**config.mk**
```make
export PLATFORM = sky130hd
export DESIGN_NAME = multicycle_control_fsm
export DESIGN_NICKNAME = d
export VERILOG_FILES = /design/src/rtl/multicycle_control_fsm.sv
export SDC_FILE = /design/constraint.sdc
export NUM_CORES = 1
export LEC_CHECK = 0
export ABC_CLOCK_PERIOD_IN_PS = 1300
export BUFFER_PORTS_ARGS = -buffer_cell sky130_fd_sc_hd__buf_2
export CAP_MARGIN = 10
export CELL_PAD_IN_SITES_DETAIL_PLACEMENT = 1
export CELL_PAD_IN_SITES_GLOBAL_PLACEMENT = 2
export CORE_MARGIN = 8
export CORE_UTILIZATION = 19
export CTS_CLUSTER_SIZE = 20
export DETAILED_ROUTE_END_ITERATION = 16
export PLACE_DENSITY = 0.81
export SYNTH_ARGS = -nofsm -noshare
export SYNTH_HDL_FRONTEND = slang
export SYNTH_SLANG_ARGS = --single-unit
```
**constraint.sdc**
```tcl
create_clock -name clk_i -period 1.3 [get_ports clk_i]
set_input_delay 0.195 -clock clk_i [delete_from_list [all_inputs] [get_ports clk_i]]
set_output_delay 0.195 -clock clk_i [all_outputs]
set_load 0.005 [all_outputs]
```
**src/rtl/multicycle_control_fsm.sv**
```systemverilog
// multicycle_control_fsm: multicycle control unit for the RV64-subset datapath
//
// Steps each instruction through FETCH/DECODE/EXEC/MEM/WB and drives the
// PC/IR/register-bank/memory strobes, the four datapath mux selects and the
// ALU operation code. Outputs are decoded from the registered state and the
// IR fields, so they fall to zero as soon as the asynchronous reset asserts.
//
// Optional feature: define RETIRE_COUNT_EN to add the retired-instruction
// counter and its retired_o port.
//
// Ports:
//   clk_i        system clock, rising edge
//   rst_ni       asynchronous active-low reset
//   start_i      leave IDLE and begin fetching
//   stop_i       return to IDLE at the next retire cycle
//   opcode_i     IR[6:0]
//   funct3_i     IR[14:12]
//   funct7_i     IR[30]
//   alu_flag_i   ALU branch-condition flag
//   pc_we_o      PC load enable (one pulse per retired instruction)
//   ir_we_o      IR load enable
//   rf_we_o      register bank write enable
//   mem_we_o     data memory write strobe
//   sel_mux1_o   ALU B: 0=imm, 1=doutB
//   sel_mux2_o   writeback: 00=mem, 01=ALU, 10=PC+4, 11=PC+imm
//   sel_mux3_o   next PC: 0=PC+4, 1=PC+imm
//   sel_mux4_o   ALU A: 0=PC, 1=doutA
//   alu_ctrl_o   ALU operation code
//   busy_o       high in any state except IDLE/HALT
//   illegal_o    high in HALT
//   retired_o    retired-instruction count (RETIRE_COUNT_EN only)
module multicycle_control_fsm #(
    parameter logic [3:0] ALU_ADD = 4'b0010,
    parameter logic [3:0] ALU_SUB = 4'b0110,
    parameter int         CNT_W   = 16
) (
    input  logic             clk_i,
    input  logic             rst_ni,
    input  logic             start_i,
    input  logic             stop_i,
    input  logic [6:0]       opcode_i,
    input  logic [2:0]       funct3_i,
    input  logic             funct7_i,
    input  logic             alu_flag_i,
    output logic             pc_we_o,
    output logic             ir_we_o,
    output logic             rf_we_o,
    output logic             mem_we_o,
    output logic             sel_mux1_o,
    output logic [1:0]       sel_mux2_o,
    output logic             sel_mux3_o,
    output logic             sel_mux4_o,
    output logic [3:0]       alu_ctrl_o,
    output logic             busy_o,
    output logic             illegal_o
`ifdef RETIRE_COUNT_EN
    ,
    output logic [CNT_W-1:0] retired_o
`endif
);
    typedef enum logic [2:0] {
        S_IDLE, S_FETCH, S_DECODE, S_EXEC, S_MEM, S_WB, S_HALT
    } state_t;

    localparam logic [6:0] OP_LOAD   = 7'b0000011;
    localparam logic [6:0] OP_STORE  = 7'b0100011;
    localparam logic [6:0] OP_RTYPE  = 7'b0110011;
    localparam logic [6:0] OP_ADDI   = 7'b0010011;
    localparam logic [6:0] OP_BRANCH = 7'b1100011;
    localparam logic [6:0] OP_JAL    = 7'b1101111;

    state_t state_q, state_d;
    logic   is_load, is_store, is_r, is_addi, is_br, is_jal, is_legal;
    logic   use_sub;
    logic   [3:0] alu_op;

    assign is_load  = opcode_i == OP_LOAD;
    assign is_store = opcode_i == OP_STORE;
    assign is_r     = opcode_i == OP_RTYPE;
    assign is_addi  = opcode_i == OP_ADDI;
    assign is_br    = opcode_i == OP_BRANCH;
    assign is_jal   = opcode_i == OP_JAL;
    assign is_legal = is_load | is_store | is_r | is_addi | is_br | is_jal;
    assign use_sub  = (is_r & funct7_i & (funct3_i == 3'b000)) | is_br;
    assign alu_op   = use_sub ? ALU_SUB : ALU_ADD;

    always_ff @(posedge clk_i or negedge rst_ni) begin
        if (!rst_ni) state_q <= S_IDLE;
        else         state_q <= state_d;
    end

    always_comb begin
        state_d    = state_q;
        pc_we_o    = 1'b0;
        ir_we_o    = 1'b0;
        rf_we_o    = 1'b0;
        mem_we_o   = 1'b0;
        sel_mux1_o = 1'b0;
        sel_mux2_o = 2'b00;
        sel_mux3_o = 1'b0;
        sel_mux4_o = 1'b0;
        alu_ctrl_o = 4'b0000;
        case (state_q)
            S_IDLE:   state_d = start_i ? S_FETCH : S_IDLE;
            S_FETCH: begin
                ir_we_o = 1'b1;
                state_d = S_DECODE;
            end
            S_DECODE: state_d = is_legal ? S_EXEC : S_HALT;
            S_EXEC: begin
                sel_mux4_o = 1'b1;
                sel_mux1_o = is_r | is_br;
                alu_ctrl_o = alu_op;
                if (is_br) begin
                    // Branch resolves and retires here; the flag picks the target.
                    pc_we_o    = 1'b1;
                    sel_mux3_o = alu_flag_i;
                    state_d    = stop_i ? S_IDLE : S_FETCH;
                end else begin
                    state_d = (is_load | is_store) ? S_MEM : S_WB;
                end
            end
            S_MEM: begin
                // Keep the address computation stable while memory is accessed.
                sel_mux4_o = 1'b1;
                alu_ctrl_o = ALU_ADD;
                if (is_store) begin
                    mem_we_o = 1'b1;
                    pc_we_o  = 1'b1;
                    state_d  = stop_i ? S_IDLE : S_FETCH;
                end else begin
                    state_d = S_WB;
                end
            end
            S_WB: begin
                rf_we_o    = 1'b1;
                pc_we_o    = 1'b1;
                sel_mux2_o = is_load ? 2'b00 : is_jal ? 2'b10 : 2'b01;
                sel_mux3_o = is_jal;
                // Hold the ALU on the written result (or load address) through writeback.
                sel_mux4_o = ~is_jal;
                sel_mux1_o = is_r;
                alu_ctrl_o = is_jal ? 4'b0000 : alu_op;
                state_d    = stop_i ? S_IDLE : S_FETCH;
            end
            S_HALT:   state_d = S_HALT;
            default:  state_d = S_IDLE;
        endcase
    end

    assign busy_o    = (state_q != S_IDLE) && (state_q != S_HALT);
    assign illegal_o = state_q == S_HALT;

`ifdef RETIRE_COUNT_EN
    logic [CNT_W-1:0] retired_q;

    always_ff @(posedge clk_i or negedge rst_ni) begin
        if (!rst_ni)      retired_q <= '0;
        else if (pc_we_o) retired_q <= retired_q + 1'b1;
    end

    assign retired_o = retired_q;
`endif

endmodule

```
**Word level (Yosys, flattened, before mapping)**

Index checks and enable logic that the tools add are counted.

- Input bits: 16
- Bits in registers: 3
- Word-level logic and storage cells: 52
- Output and inout bits: 15

- Equality and inequality tests: 13
- Reduce and logical (&&, ||, !) cells: 5
- Mux-type cells: 23
- Bitwise logic cells: 10

Operators by type and width:

| operator | number |
|---|---|
| case mux 3 bit (7 select lines) | 1 |
| two-way mux 3 bit | 5 |
| equality test 7 x 6 -> 1 bit, second input constant | 2 |
| equality test 7 bit, second input constant | 2 |
| equality test 3 bit, second input constant | 3 |
| two-way mux 1 bit | 9 |
| case mux 3 bit (3 select lines) | 1 |
| equality test 7 x 2 -> 1 bit, second input constant | 1 |
| equality test 7 x 5 -> 1 bit, second input constant | 1 |
| bitwise OR 1 bit | 7 |
| equality test 3 x 2 -> 1 bit, second input constant | 2 |
| zero test 3 bit | 2 |
| two-way mux 2 bit | 3 |
| case mux 1 bit (2 select lines) | 3 |
| equality test 3 x 1 -> 1 bit, second input constant | 1 |
| inequality test 3 bit, second input constant | 1 |
| case mux 1 bit (3 select lines) | 1 |
| nonzero test 3 bit | 1 |
| bitwise AND 1 bit | 2 |
| OR reduction 2 bit | 1 |
| logical AND 1 bit | 1 |
| inverter 1 bit | 1 |

**Longest topological paths before layout**

- Word-level depth: 8
- Gate-level depth with buffers: 5
- Mapped depth without buffers: 4

**Least setup slack after synthesis**

Ideal clock, no wire load.

- Kind: register to output
- Start: reg state_q[1]
- End: out alu_ctrl_o[2]
- Required time: 1.105 ns
- Data arrival time: 1.159 ns
- Stages on the path, launching flop included: 5
- Buffers on the path: 0
- Path slack: -0.054 ns
- Cell sequence: dfrtp_1 > nand2b_1 > nor2_1 > a21oi_1 > nor3_1

- Longest elaborated chain between the ends: 2
- Elaborated cells between the ends (all ways): 4
- Those cells by class: eq/ne (3); mux (1)

Ends and longest elaborated chain:

| what | RTL line | source |
|---|---|---|
| start: declaration | 72 | `state_t state_q, state_d;` |
| start signal: assignment | 89 | `else state_q <= state_d;` |
| equality test 3 bit or equality test 3 x 2 -> 1 bit (tied branches) | 103 | `case (state_q)` |
| case mux 3 bit (3 select lines) (*) | 103 |  |
| end: declaration | 53 | `output logic [3:0] alu_ctrl_o,` |

Mark *: on every way between the ends. The rest lies on a longest branch, timed or not.

**Final worst setup path**

- Start: reg state_q[2]
- End: out alu_ctrl_o[2]

Same word-level chain as after synthesis.

==> run metrics <==
status finished with violations; failing checks setup timing; Die Wd 64.96 um; final worst slack -227.3 ps; total grt overflow 0; post-place setup slack -71.55 ps; RR Endpoint state_q[0]$_DFF_PN0_; Worst Path Arrival 1330 ps; commonest cells after routing, fill and taps aside buf_2 (28), buf_4 (21), nand2_1 (5), buf_6 (5); mapped cell area around 460 sq um; largest net degree at the start of global routing 8; CTS max path bufs 2; Compound-Gate Fraction of Synth Area 27.20%; DIE AREA around 4200 sq um; final period utilization 117.5%; worst clock skew 6.587 ps; Post-Route WL 2102 um; vias in the first global route 726; fraction of layout instances using a drive strength above 1 68.07%; simple-gate area share of the yosys netlist between 40 and 50%; # IOs 31; number of H-tree levels 1; Power Total 1708 uW; Tmin final 1527 ps; Mapped Cells 62; Hold Fails Final Rpt 0; FF-to-FF Start state_q[2]$_DFF_PN0_; synth unique cells 34; global-route usage over all layers a little under a tenth; fmax about 650 MHz; antenna cells 0; sequential share of the synthesized area between 10% and 20%; Pre-antenna DRT Iters 3; Synth Warn # 0; Worst-path clk slew 40 ps; leading cell type in the layout, fill and taps excluded buf_2; CP cell instances nand2b_4 > nor2_4 > a21oi_1 > nor3_1 > buf_2; Syn Area/Cell roughly 7.3 sq um; Avg WL per Cell 14.30 um; Critical-path top delay cell dfrtp_2; Max-Cap Viols 0; Leak about 0.00047 uW; maximum vdd drop 0.0007664 V; DRT antenna net count 0; R2R Setup Slk -210 ps; Placer Congestion 0.7975; RSZ-0062 raised after global routing yes; Port Buffer Count 28; xor-xnor portion of the synthesized cell area 0%; CTS sink cnt 3; total core area 2233 sq um; Initial Util 20.39%; worst setup path category reg -> out; Root Driver clkbuf_4; largest family of logic cells by synthesized area simple AND/OR/NAND/NOR gates; WP data required 1110 ps; Slew Limit Fails 0; EDFF count, synth 0; Setup crit end kind output pin; Critical Path Max Stage Delay ~430 ps; power density cells roughly 1800 nW/um^2; Area Overhead vs Synth 109.3%; Die Y between 60 and 70 um; Worst setup SP type flip-flop; initial antenna violation count 0; R2R depth 6; biggest registers after layout state_q: 3 flops; vias per cell 4.653; Top reg by flops state_q; DRC viols 0; TritonCTS clock tree done; dpl hpwl 1634 um; mux contribution to synthesized area 2.198%; Tightest Hold Check Type in -> async; final core area utilization 42.69%; FP Rows 17; first-pass GRT wire length approximately 3400 um; via count 684; total CTS buffers 3; FF+latch count, synth 3; maximum fanout along the worst path 5; # setup viols final 14; Top FF cell, synth dfrtp_1; fill count 275; Net count, final 136; adder-cell area share of the yosys netlist 0%; clk_lat worst skew 240 ps; max reg flops 3; Post-synth ARST share 100.0%; drt initial violations 7
==> metal layers <==
layer  track usage (%)  up-vias  share of wire [%]
li1                  -      346                  -
met1             10.61      319                 41
met2             17.52       17                 54
met3             3.093        2                4.6
met4             1.635        0               0.29
met5                 0        -                  0
==> per-stage QoR <==
step,cells,instance area [sq um],hold slack (ps),TNS (ps)
after floorplan,63,464.2,-100.6,0
after global placement,135,762.0,-9.701,-177.7
after detailed placement,135,762.0,-5.629,-255.4
after CTS,144,882.1,279.0,-2114
after global routing,147,953.4,302.2,-3306
final,147,953.4,280.7,-2521
==> Yosys cell counts, types with 2 or more instances <==
cell type,count,area [sq um]
buf_4,2,15.01
and3_2,2,15.01
nand2_1,5,18.77
nand3_1,2,10.01
and2b_2,2,17.52
nand2b_1,3,18.77
o21ai_0,4,20.02
nor2_1,5,18.77
nor3_1,6,30.03
dfrtp_1,3,75.07
a21oi_1,4,20.02
a211oi_1,2,15.01
==> worst max-delay path by stage <==
stage / from / to / slack (ps) / depth (start not counted)
floorplan: state_q[1]$_DFF_PN0_ / alu_ctrl_o[2] / 0.7 / 4
global route: state_q[1]$_DFF_PN0_ / alu_ctrl_o[2] / -300 / 5
global placement: opcode_i[6] / sel_mux3_o / -60 / 6
detailed placement: opcode_i[6] / sel_mux3_o / -70 / 6
CTS: state_q[1]$_DFF_PN0_ / alu_ctrl_o[2] / -240 / 5
finish: state_q[2]$_DFF_PN0_ / alu_ctrl_o[2] / -230 / 5
==> final cells by class <==
| cell class | instances | area [sq um] | area share, % |
|---|---|---|---|
| Timing Repair Buffer | 55 | 364.1 | 38.19 |
| Sequential cell | 3 | 77.57 | 8.136 |
| Tap cell | 28 | 35.03 | 3.675 |
| Multi-Input combinational cell | 55 | 442.9 | 46.46 |
| Clock buffer | 4 | 26.28 | 2.756 |
| Inverter | 2 | 7.507 | 0.7874 |
==> kinds of logic after synthesis <==
family,count (synthesis)
buffers and inverters,5
flip-flops,3
AO/OA/AOI/OAI,17
AND/OR/NAND/NOR,35
multiplexers,1
other,1
==> worst max-delay path: cells and delay by family (launching register included) <==
kind	cells	cell delay, ps
flip-flops	1	430
AO/OA/AOI/OAI	1	60
buffers and inverters	1	140
AND/OR/NAND/NOR	3	470
==> where the power goes <==
part           switching, uW  total (uW)  leakage (uW)  internal (uW)
sequential              68.3         218     0.0000343            150
clock                   51.3         166     0.0000150            115
combinational            601        1320      0.000416            721
total                    721        1710      0.000465            986
==> what timing repair did <==
item / CTS / global route
resized for setup: 14 / 11
hold buffers: 1 / 0
endpoints found under the hold margin: 3 / 0
pin swaps: 1 / 5
buffers inserted: 4 / 4
setup endpoints to repair: 14 / 15
(Power assumes the default switching activity.)
